File: src/rtl/pps_pulse_gen_if.sv
// Control/status bundle for pps_pulse_gen. The master side drives the channel
// configuration and strobes; the slave side (the generator) returns the pulse
// outputs, per-channel pulse counts and sync error flags.
interface pps_pulse_gen_if #(
  parameter int NUM_CH = 4,
  parameter int CNT_W  = 32,
  parameter int TICK_W = 32
);
  logic [NUM_CH-1:0]        ch_en;
  logic [NUM_CH-1:0]        sync_en;
  logic [NUM_CH*CNT_W-1:0]  div_i;
  logic [NUM_CH*CNT_W-1:0]  width_i;
  logic                     load;
  logic                     sync_in;
  logic                     tick_clr;
  logic [NUM_CH-1:0]        pulse_o;
  logic [NUM_CH*TICK_W-1:0] tick_cnt;
  logic [NUM_CH-1:0]        sync_err;

  modport master (
    output ch_en, sync_en, div_i, width_i, load, sync_in, tick_clr,
    input  pulse_o, tick_cnt, sync_err
  );

  modport slave (
    input  ch_en, sync_en, div_i, width_i, load, sync_in, tick_clr,
    output pulse_o, tick_cnt, sync_err
  );
endinterface

File: src/rtl/pps_pulse_gen.sv
// Multi-channel programmable pulse generator. Each channel divides axi_aclk
// by a runtime divisor (down-counter reloaded on its terminal cycle) and emits
// a pulse of programmable width. New divisor/width values land in a shadow
// register and only take effect on a terminal cycle, so an in-flight period
// is never cut short. A rising edge on sync_in can force a terminal cycle on
// channels that allow it, re-aligning them to an external reference.
module pps_pulse_gen #(
  parameter int NUM_CH        = 4,
  parameter int CNT_W         = 32,
  parameter int DEFAULT_DIV   = 100000,
  parameter int DEFAULT_WIDTH = 1,
  parameter int TICK_W        = 32
) (
  input  logic          axi_aclk,
  input  logic          axi_areset,
  pps_pulse_gen_if.slave bus
);

  localparam logic [CNT_W-1:0]  DIV_RST = CNT_W'(DEFAULT_DIV);
  localparam logic [CNT_W-1:0]  WID_RST = CNT_W'(DEFAULT_WIDTH);
  localparam logic [CNT_W-1:0]  ONE     = CNT_W'(1);
  localparam logic [CNT_W-1:0]  TWO     = CNT_W'(2);
  localparam logic [TICK_W-1:0] TICK_ONE = TICK_W'(1);

  logic sync_q;
  logic sync_edge;

  // Previous sync level for rising-edge detection, shared by all channels.
  always_ff @(posedge axi_aclk or posedge axi_areset) begin
    if (axi_areset) sync_q <= 1'b0;
    else            sync_q <= bus.sync_in;
  end

  assign sync_edge = bus.sync_in & ~sync_q;

  for (genvar k = 0; k < NUM_CH; k++) begin : g_ch
    logic [CNT_W-1:0]  cnt, div_act, wid_act, div_sh, wid_sh, wcnt;
    logic [CNT_W-1:0]  div_req, wid_req, div_san, wid_san, div_nx, wid_nx;
    logic [TICK_W-1:0] tick;
    logic              pending, pulse, err;
    logic              en, sync_hit, term;

    // Sanitise the requested values and pick the values the next terminal uses.
    always_comb begin
      div_req  = bus.div_i[k*CNT_W +: CNT_W];
      wid_req  = bus.width_i[k*CNT_W +: CNT_W];
      div_san  = (div_req < TWO) ? TWO : div_req;
      // Width is clipped so the output spends at least one cycle low per period.
      wid_san  = (wid_req >= div_san) ? (div_san - ONE) : wid_req;
      div_nx   = pending ? div_sh : div_act;
      wid_nx   = pending ? wid_sh : wid_act;
      en       = bus.ch_en[k];
      sync_hit = sync_edge & bus.sync_en[k] & en;
      term     = en & ((cnt == '0) | sync_hit);
    end

    // Period counter, pulse-width counter, shadow handover and pulse count.
    always_ff @(posedge axi_aclk or posedge axi_areset) begin
      if (axi_areset) begin
        cnt     <= DIV_RST - ONE;
        div_act <= DIV_RST;
        wid_act <= WID_RST;
        div_sh  <= DIV_RST;
        wid_sh  <= WID_RST;
        pending <= 1'b0;
        wcnt    <= '0;
        pulse   <= 1'b0;
        tick    <= '0;
        err     <= 1'b0;
      end else begin
        // A sync edge that coincides with the natural terminal is not an error.
        err <= sync_hit & (cnt != '0);
        if (!en) begin
          // Idle channel: hold ready to count a full period, apply shadows now.
          cnt     <= div_nx - ONE;
          div_act <= div_nx;
          wid_act <= wid_nx;
          pending <= 1'b0;
          pulse   <= 1'b0;
          wcnt    <= '0;
        end else if (term) begin
          cnt     <= div_nx - ONE;
          div_act <= div_nx;
          wid_act <= wid_nx;
          pending <= 1'b0;
          if (wid_nx != '0) begin
            pulse <= 1'b1;
            wcnt  <= wid_nx - ONE;
            tick  <= tick + TICK_ONE;
          end else begin
            pulse <= 1'b0;
          end
        end else begin
          cnt <= cnt - ONE;
          if (pulse && (wcnt != '0)) wcnt  <= wcnt - ONE;
          else                       pulse <= 1'b0;
        end
        // A load always re-arms the shadow, even on a terminal cycle, so the
        // new values wait for the following terminal.
        if (bus.load) begin
          div_sh  <= div_san;
          wid_sh  <= wid_san;
          pending <= 1'b1;
        end
        if (bus.tick_clr) tick <= '0;
      end
    end

    assign bus.pulse_o[k]                 = pulse;
    assign bus.sync_err[k]                = err;
    assign bus.tick_cnt[k*TICK_W +: TICK_W] = tick;
  end

endmodule

File: src/flat_wrapper.sv
// flat-port wrapper written by rule: the top's interface ports become plain ports
module pps_pulse_gen_flat 
#(
  parameter int NUM_CH        = 4,
  parameter int CNT_W         = 32,
  parameter int DEFAULT_DIV   = 100000,
  parameter int DEFAULT_WIDTH = 1,
  parameter int TICK_W        = 32
)
  (axi_aclk, axi_areset, bus_ch_en, bus_sync_en, bus_div_i, bus_width_i, bus_load, bus_sync_in, bus_tick_clr, bus_pulse_o, bus_tick_cnt, bus_sync_err);
  pps_pulse_gen_if #(.NUM_CH(NUM_CH), .CNT_W(CNT_W), .TICK_W(TICK_W)) bus_i ();
  input  logic axi_aclk;
  input  logic axi_areset;
  input wire logic [$bits(bus_i.ch_en)-1:0] bus_ch_en;
  input wire logic [$bits(bus_i.sync_en)-1:0] bus_sync_en;
  input wire logic [$bits(bus_i.div_i)-1:0] bus_div_i;
  input wire logic [$bits(bus_i.width_i)-1:0] bus_width_i;
  input wire logic [$bits(bus_i.load)-1:0] bus_load;
  input wire logic [$bits(bus_i.sync_in)-1:0] bus_sync_in;
  input wire logic [$bits(bus_i.tick_clr)-1:0] bus_tick_clr;
  output wire logic [$bits(bus_i.pulse_o)-1:0] bus_pulse_o;
  output wire logic [$bits(bus_i.tick_cnt)-1:0] bus_tick_cnt;
  output wire logic [$bits(bus_i.sync_err)-1:0] bus_sync_err;
  assign bus_i.ch_en = bus_ch_en;
  assign bus_i.sync_en = bus_sync_en;
  assign bus_i.div_i = bus_div_i;
  assign bus_i.width_i = bus_width_i;
  assign bus_i.load = bus_load;
  assign bus_i.sync_in = bus_sync_in;
  assign bus_i.tick_clr = bus_tick_clr;
  assign bus_pulse_o = bus_i.pulse_o;
  assign bus_tick_cnt = bus_i.tick_cnt;
  assign bus_sync_err = bus_i.sync_err;
  pps_pulse_gen #(.NUM_CH(NUM_CH), .CNT_W(CNT_W), .DEFAULT_DIV(DEFAULT_DIV), .DEFAULT_WIDTH(DEFAULT_WIDTH), .TICK_W(TICK_W)) u_core (.axi_aclk(axi_aclk), .axi_areset(axi_areset), .bus(bus_i));
endmodule
File: config.mk
export PLATFORM = sky130hd
export DESIGN_NAME = pps_pulse_gen_flat
export DESIGN_NICKNAME = d
export VERILOG_FILES = /design/src/rtl/pps_pulse_gen_if.sv /design/src/rtl/pps_pulse_gen.sv /design/src/flat_wrapper.sv
export SDC_FILE = /design/constraint.sdc
export NUM_CORES = 2
export LEC_CHECK = 0
export BUFFER_PORTS_ARGS = -buffer_cell sky130_fd_sc_hd__buf_2
export CAP_MARGIN = 30
export CORE_MARGIN = 2
export CORE_UTILIZATION = 56
export CTS_BUF_LIST = sky130_fd_sc_hd__clkbuf_16
export DETAILED_ROUTE_END_ITERATION = 10
export HOLD_SLACK_MARGIN = 0.08
export PLACE_DENSITY = 0.78
export SLEW_MARGIN = 10
export SYNTH_ARGS = -nofsm -noshare
export SYNTH_HDL_FRONTEND = slang
export SYNTH_SLANG_ARGS = --single-unit
File: constraint.sdc
create_clock -name axi_aclk -period 26.9 [get_ports axi_aclk]
set_clock_uncertainty 0.2 [all_clocks]
set_input_delay 2.69 -clock axi_aclk [delete_from_list [all_inputs] [get_ports axi_aclk]]
set_output_delay 2.69 -clock axi_aclk [all_outputs]
set_load 0.05 [all_outputs]
* Word level (Yosys, flattened, before mapping)
Cells that the tools add are included.
Word-level totals: bits of input ports 269, register bits 909, word-level logic and storage cells 255, output and inout bits 136
Cells by class: eq/ne operators 20, muxes and demuxes 100, magnitude comparators 8, add/subtract/negate cells 24, reduce and logical (&&, ||, !) cells 40, bitwise logic cells 22
Operators by type and width (number):
- 32-bit two-way mux | 72
- 32-bit by 1-bit subtractor with 32-bit output, second input constant | 20
- 32-bit nonzero test | 12
- 32-bit by 1-bit adder with 32-bit output, second input constant | 4
- 32-bit >= comparator | 4
- 32-bit logical NOT | 4
- 32-bit by 2-bit < comparator with 1-bit output, second input constant | 4
- 1-bit two-way mux | 28
- 3-bit by 1-bit inequality test with 1-bit output, second input constant | 8
- 2-bit nonzero test | 12
- 1-bit AND | 17
- 3-bit by 2-bit inequality test with 1-bit output, second input constant | 4
- 3-bit inequality test, second input constant | 4
- 3-bit AND reduction | 4
- 2-bit by 1-bit inequality test with 1-bit output, second input constant | 4
- 2-bit AND reduction | 4
- 1-bit logical AND | 4
- 1-bit OR | 4
- 1-bit inverter | 1

* Logic depth before layout (Yosys ltp)
word-level depth 9, gate-level depth with buffers 23, mapped depth without buffers 18

* Worst setup path after synthesis
No wires, ideal clock.
path kind input -> register, start input port bus_sync_in, end register u_core.g_ch[3].wcnt[30], arrival 6921 ps, cell stages on the path 20, buffers on the path 5, setup slack 19645 ps, data required time 26566 ps, setup time 134 ps, cell sequence nor2b_1 > nand2_1 > o31ai_1 > nand2_1 > clkbuf_1 > clkbuf_1 > clkbuf_1 > clkbuf_1 > nor2_1 > a21oi_1 > ha_1 > clkbuf_1 > nand4_1 > or3_1 > a2111oi_0 > a41oi_1 > a2111o_1 > mux2i_1 > a211oi_1 > o21ai_0
Between the ends: cells in the longest elaborated chain, start to end 7, elaborated cells between the ends (all ways) 10, those cells by class 2 x eq/ne; 2 x mux; 5 x bitwise; 1 x reduce/logical
Ends and longest elaborated chain:
- from (decl) | line flat_wrapper.sv:19 | input wire logic [$bits(bus_i.sync_in)-1:0] bus_sync_in;
- 1-bit AND * | line pps_pulse_gen.sv:34 | assign sync_edge = bus.sync_in & ~sync_q;
- 1-bit AND * (2 in series) | line pps_pulse_gen.sv:53 | sync_hit = sync_edge & bus.sync_en[k] & en;
- 1-bit OR * | line pps_pulse_gen.sv:54 | term = en & ((cnt == '0) | sync_hit);
- 1-bit AND * | line pps_pulse_gen.sv:54
- 3-bit inequality test (no line) (tied with other cells)
- 2-bit AND reduction (no line) / 32-bit two-way mux (equally long branches)
- to (signal assigned) | line pps_pulse_gen.sv:88 | wcnt <= wid_nx - ONE;
- to (signal assigned) | line pps_pulse_gen.sv:95 | if (pulse && (wcnt != '0)) wcnt <= wcnt - ONE;
- to (decl) | line pps_pulse_gen.sv:37 | logic [CNT_W-1:0] cnt, div_act, wid_act, div_sh, wid_sh, wcnt;
Every way passes the cells marked *; elsewhere a longest branch is shown, timed or not. A chain may end at the register's enable or synchronous reset.

* Worst setup path after layout
start input port bus_div_i[90], end register u_core.g_ch[2].wid_sh[3]
Between the ends: cells in the longest elaborated chain, start to end 4, elaborated cells between the ends (all ways) 5, those cells by class 1 x add/sub; 2 x order compare; 2 x mux
Ends and longest elaborated chain:
- from (decl) | line flat_wrapper.sv:16 | input wire logic [$bits(bus_i.div_i)-1:0] bus_div_i;
- 32-bit by 2-bit < comparator with 1-bit output * | line pps_pulse_gen.sv:47 | div_san = (div_req < TWO) ? TWO : div_req;
- 32-bit two-way mux * | line pps_pulse_gen.sv:47
- net u_core.g_ch[2].div_san[0] | line pps_pulse_gen.sv:38 | logic [CNT_W-1:0] div_req, wid_req, div_san, wid_san, div_nx, wid_nx;
- 32-bit by 1-bit subtractor with 32-bit output / 32-bit >= comparator (equally long branches) | line pps_pulse_gen.sv:49 | wid_san = (wid_req >= div_san) ? (div_san - ONE) : wid_req;
- 32-bit two-way mux * | line pps_pulse_gen.sv:49
- to (signal assigned) | line pps_pulse_gen.sv:102 | wid_sh <= wid_san;
- to (decl) | line pps_pulse_gen.sv:37
The timed path passes the listed nets; every way through them passes the cells marked *.

==> results.tsv <==
stage	metric	value	unit
placement	pre_cts_ws	18.95	ns
global_routing	grt_util_met3	4.63	%
synth	ys_types	94	
flow_run	max_cap_violations	0	
drt	drc	0	
synth	synth_ff_type	dfrtp_1	
synth	synth-seq-cells	909	
global_routing	met2_usage	47.8	%
drt	routedWlPerCell	20.1	um
timing	hold_violations	0	
timing	tightest_slew	0.956	ns
drt	postRouteWirelength	164000	um
final_layout	fill_cells	8527	
clocking	cts_inserted_buffers	103	
synth	syn_area_per_cell	8.94	sq um
synth	syn-cell-area	57700	sq um
timing	period_needed	7.34	ns
drt	num_vias	50300	
timing	fmax	0.136	GHz
worst_hold_path	hp-class	flip-flop to flip-flop	
clocking	htree_levels	3	
global_routing	grt_pass1_vias	47400	
global_routing	grt_pass1_wl	261000	um
critical_path	start_kind	input port	
timing	relSlewSlack	35.9	%
timing	finalCritPeriodShare	27.3	%
synth	synth_top_area_cell	dfrtp_1	
critical_path	crit_fanout	47	
critical_path	cp-end-kind	flip-flop	
placement	place_hpwl	118000	um
synth	synthArstFlopShare	100	%
final_layout	syn2layout_area_growth	11.8	%
global_routing	grt_overflow	0	
clocking	clk_latency	0.71	ns
critical_path	reg2reg_depth	16	
global_routing	use_met1	42.4	%
drt	antenna_left	0	
clocking	cts_buffer_depth	3	
clocking	path_clk_slew	0.07	ns
placement	port_buffers	404	
critical_path	cp_data_required_time	27.24	ns
drt	drt_iter0_drc	4439	
drt	drt_first_pass_iters	9	
timing	timing.setup.tns	0	ns
worst_hold_path	holdPathStages	1	
critical_path	path_cells	buf_2 -> or4_1 -> or4_1 -> nor4_1 -> nand2_1 -> nand2_1 -> inv_1 -> ha_1 -> nand2b_1 -> a21o_1 -> a21o_1 -> a21oi_1 -> o211ai_1 -> a221oi_1 -> o21ai_4 -> buf_4 -> o21ai_0 -> o22ai_1	
die	ios	405	
die	fp.dieW	325	um
timing	finalSetupViolCount	0	
critical_path	r2r_start	u_core.g_ch[3].cnt[17]	
clocking	post_cts_buffers	0	
power_and_ir_drop	leakage	28.1	nW
power_and_ir_drop	vdd_drop_max	0.0580	mV
die	die-area	106000	sq um
clocking	clock-sinks	909	
die	start_util	56.5	%
synth	synth_edf_count	0	
global_routing	track_usage	30.3	%
critical_path	crit_buf_inv	3	
clocking	cts_hold_buf	0	
critical_path	worst_path_max_delay_cell	nor4_1	
die	core_area	102000	sq um
timing	rsz0062_at_grt	no	
critical_path	crit_arrival	7.68	ns
synth	synth.most_common_cell	dfrtp_1	
critical_path	cpLargestDelayFamily	simple AND/OR/NAND/NOR gates	
global_routing	grt.busiest_layer	met2	
drt	routed_via_density	6.15	
synth	synthCells	6450	
synth	synth_top_area_share	35.3	%
clocking	cts_resized	0	
synth	ys_warn_count	0	
die	fp.dieH	325	um
timing	drv_slew	0	
global_routing	antenna_found_initial	28	
global_routing	grt_max_degree	158	
critical_path	worst_path_largest_cell_delay	0.80	ns
timing	finalWorstSetupSlack	19.56	ns
final_layout	layout.nets	7119	
die	rows	117	
worst_hold_path	hold_start	u_core.g_ch[2].div_act[0]	
critical_path	critical_path_class	input port to flip-flop	
critical_path	ff2ff_setup_slack	20.76	ns
timing	fin_hold_ws	0.296	ns
critical_path	reg2reg_to	u_core.g_ch[3].wcnt[30]	
synth	synth_common_cells	dfrtp_1 (813), nor2_1 (759), nand2_1 (518)	
clocking	cts_tree	built	
final_layout	drive_above_1_share	17.1	%
worst_hold_path	min_to	u_core.g_ch[2].div_act[0]	
synth	synth_nets	6871	
power_and_ir_drop	power_density	73.5	nW/um^2
synth	ys_seq_area_share	39.6	%
placement	place_congestion	0.963	
synth	ys_top_cells_by_area	dfrtp_1 (35%), mux2_2 (6.3%), nor2_1 (4.9%), mux2i_1 (4.9%), dfstp_2 (4.4%)	
run_status	outcome	finished clean	
clocking	cts_root_buf	clkbuf_16	
-- per-stage QoR --
step	power (mW)	cell area (sq um)	instances	util, %
after floorplan	2.91	57700	6450	-
after global placement	3.22	60700	7946	59.5
after detailed placement	3.28	60800	7953	59.6
after CTS	4.73	64200	8149	63.0
after global routing	5.00	64500	8173	63.2
final	4.74	64500	8174	63.2
-- cell usage in the layout (no fill, tap or decap), types with 23 or more instances in the layout --
cell	instances
clkbuf_16	105
ha_1	152
mux2_2	323
nand4_1	80
a22oi_1	23
nor2b_1	28
or4_1	54
mux2i_1	283
and3_1	54
nand2b_1	37
o21ai_0	265
o221ai_1	112
a21oi_1	375
a211oi_1	36
nand3_1	261
a21o_1	78
buf_4	62
xnor2_1	283
xor2_1	189
or3_1	112
or2_2	34
nor3_1	240
dfstp_2	96
a31oi_1	41
nand2_1	515
buf_2	403
o211ai_1	36
inv_1	307
nor4_1	125
dfrtp_1	809
nor3b_1	51
clkinv_2	31
nor2_1	754
and2_1	28
o31ai_1	25
-- sequential cells by signal, summed over array words and instances, names as in the netlist --
name,cells
u_core.g_ch.cnt,128
u_core.g_ch.div_act,128
u_core.g_ch.div_sh,128
u_core.g_ch.err,4
u_core.g_ch.pending,4
u_core.g_ch.pulse,4
u_core.g_ch.tick,128
u_core.g_ch.wcnt,128
u_core.g_ch.wid_act,128
u_core.g_ch.wid_sh,128
u_core.sync_q,1
-- where the power goes --
group	switching [mW]	internal (mW)	leakage (nW)
clock network	0.607	0.827	1.76
registers	0.260	1.61	11.1
logic	0.809	0.621	15.3
-- per-layer routing --
metal  share of wire (%)  vias up
met5               0.057        -
met4                 3.6       14
met3                 6.5      353
met2                  46     1781
met1                  44    24600
li1                    -    23600
-- layout make-up --
cell class                 count  area (sq um)  share of cell area (%)
antenna                       17          42.5                  0.0660
clock buffer                 105          2630                    4.07
clock inverter                91           800                    1.24
inverter                     295          1110                    1.72
multi-input combinational   4908         32500                    50.3
sequential                   909         22900                    35.5
tap                         1368          1710                    2.65
timing repair buffer         481          2840                    4.41
-- cells by family after synthesis --
group | count (synthesis) | synth area share (%)
simple gates | 2461 | 20.7
buf+inv | 633 | 4.36
xor+xnor | 472 | 7.17
fa+ha+maj | 152 | 3.30
flops | 909 | 39.6
compound gates | 1215 | 13.6
mux | 608 | 11.3
-- how the worst max path moves through the flow --
| stage | to | startpoint | depth (start not counted) |
|---|---|---|---|
| floorplan | u_core.g_ch[0].cnt[11] | axi_areset | 1 |
| global placement | u_core.g_ch[2].wid_sh[2] | bus_div_i[90] | 18 |
| detailed placement | u_core.g_ch[2].wid_sh[3] | bus_div_i[90] | 18 |
| CTS | u_core.g_ch[2].wid_sh[3] | bus_div_i[90] | 18 |
| global route | u_core.g_ch[2].wid_sh[3] | bus_div_i[90] | 18 |
| finish | u_core.g_ch[2].wid_sh[3] | bus_div_i[90] | 18 |
(Power assumes the default switching activity.)
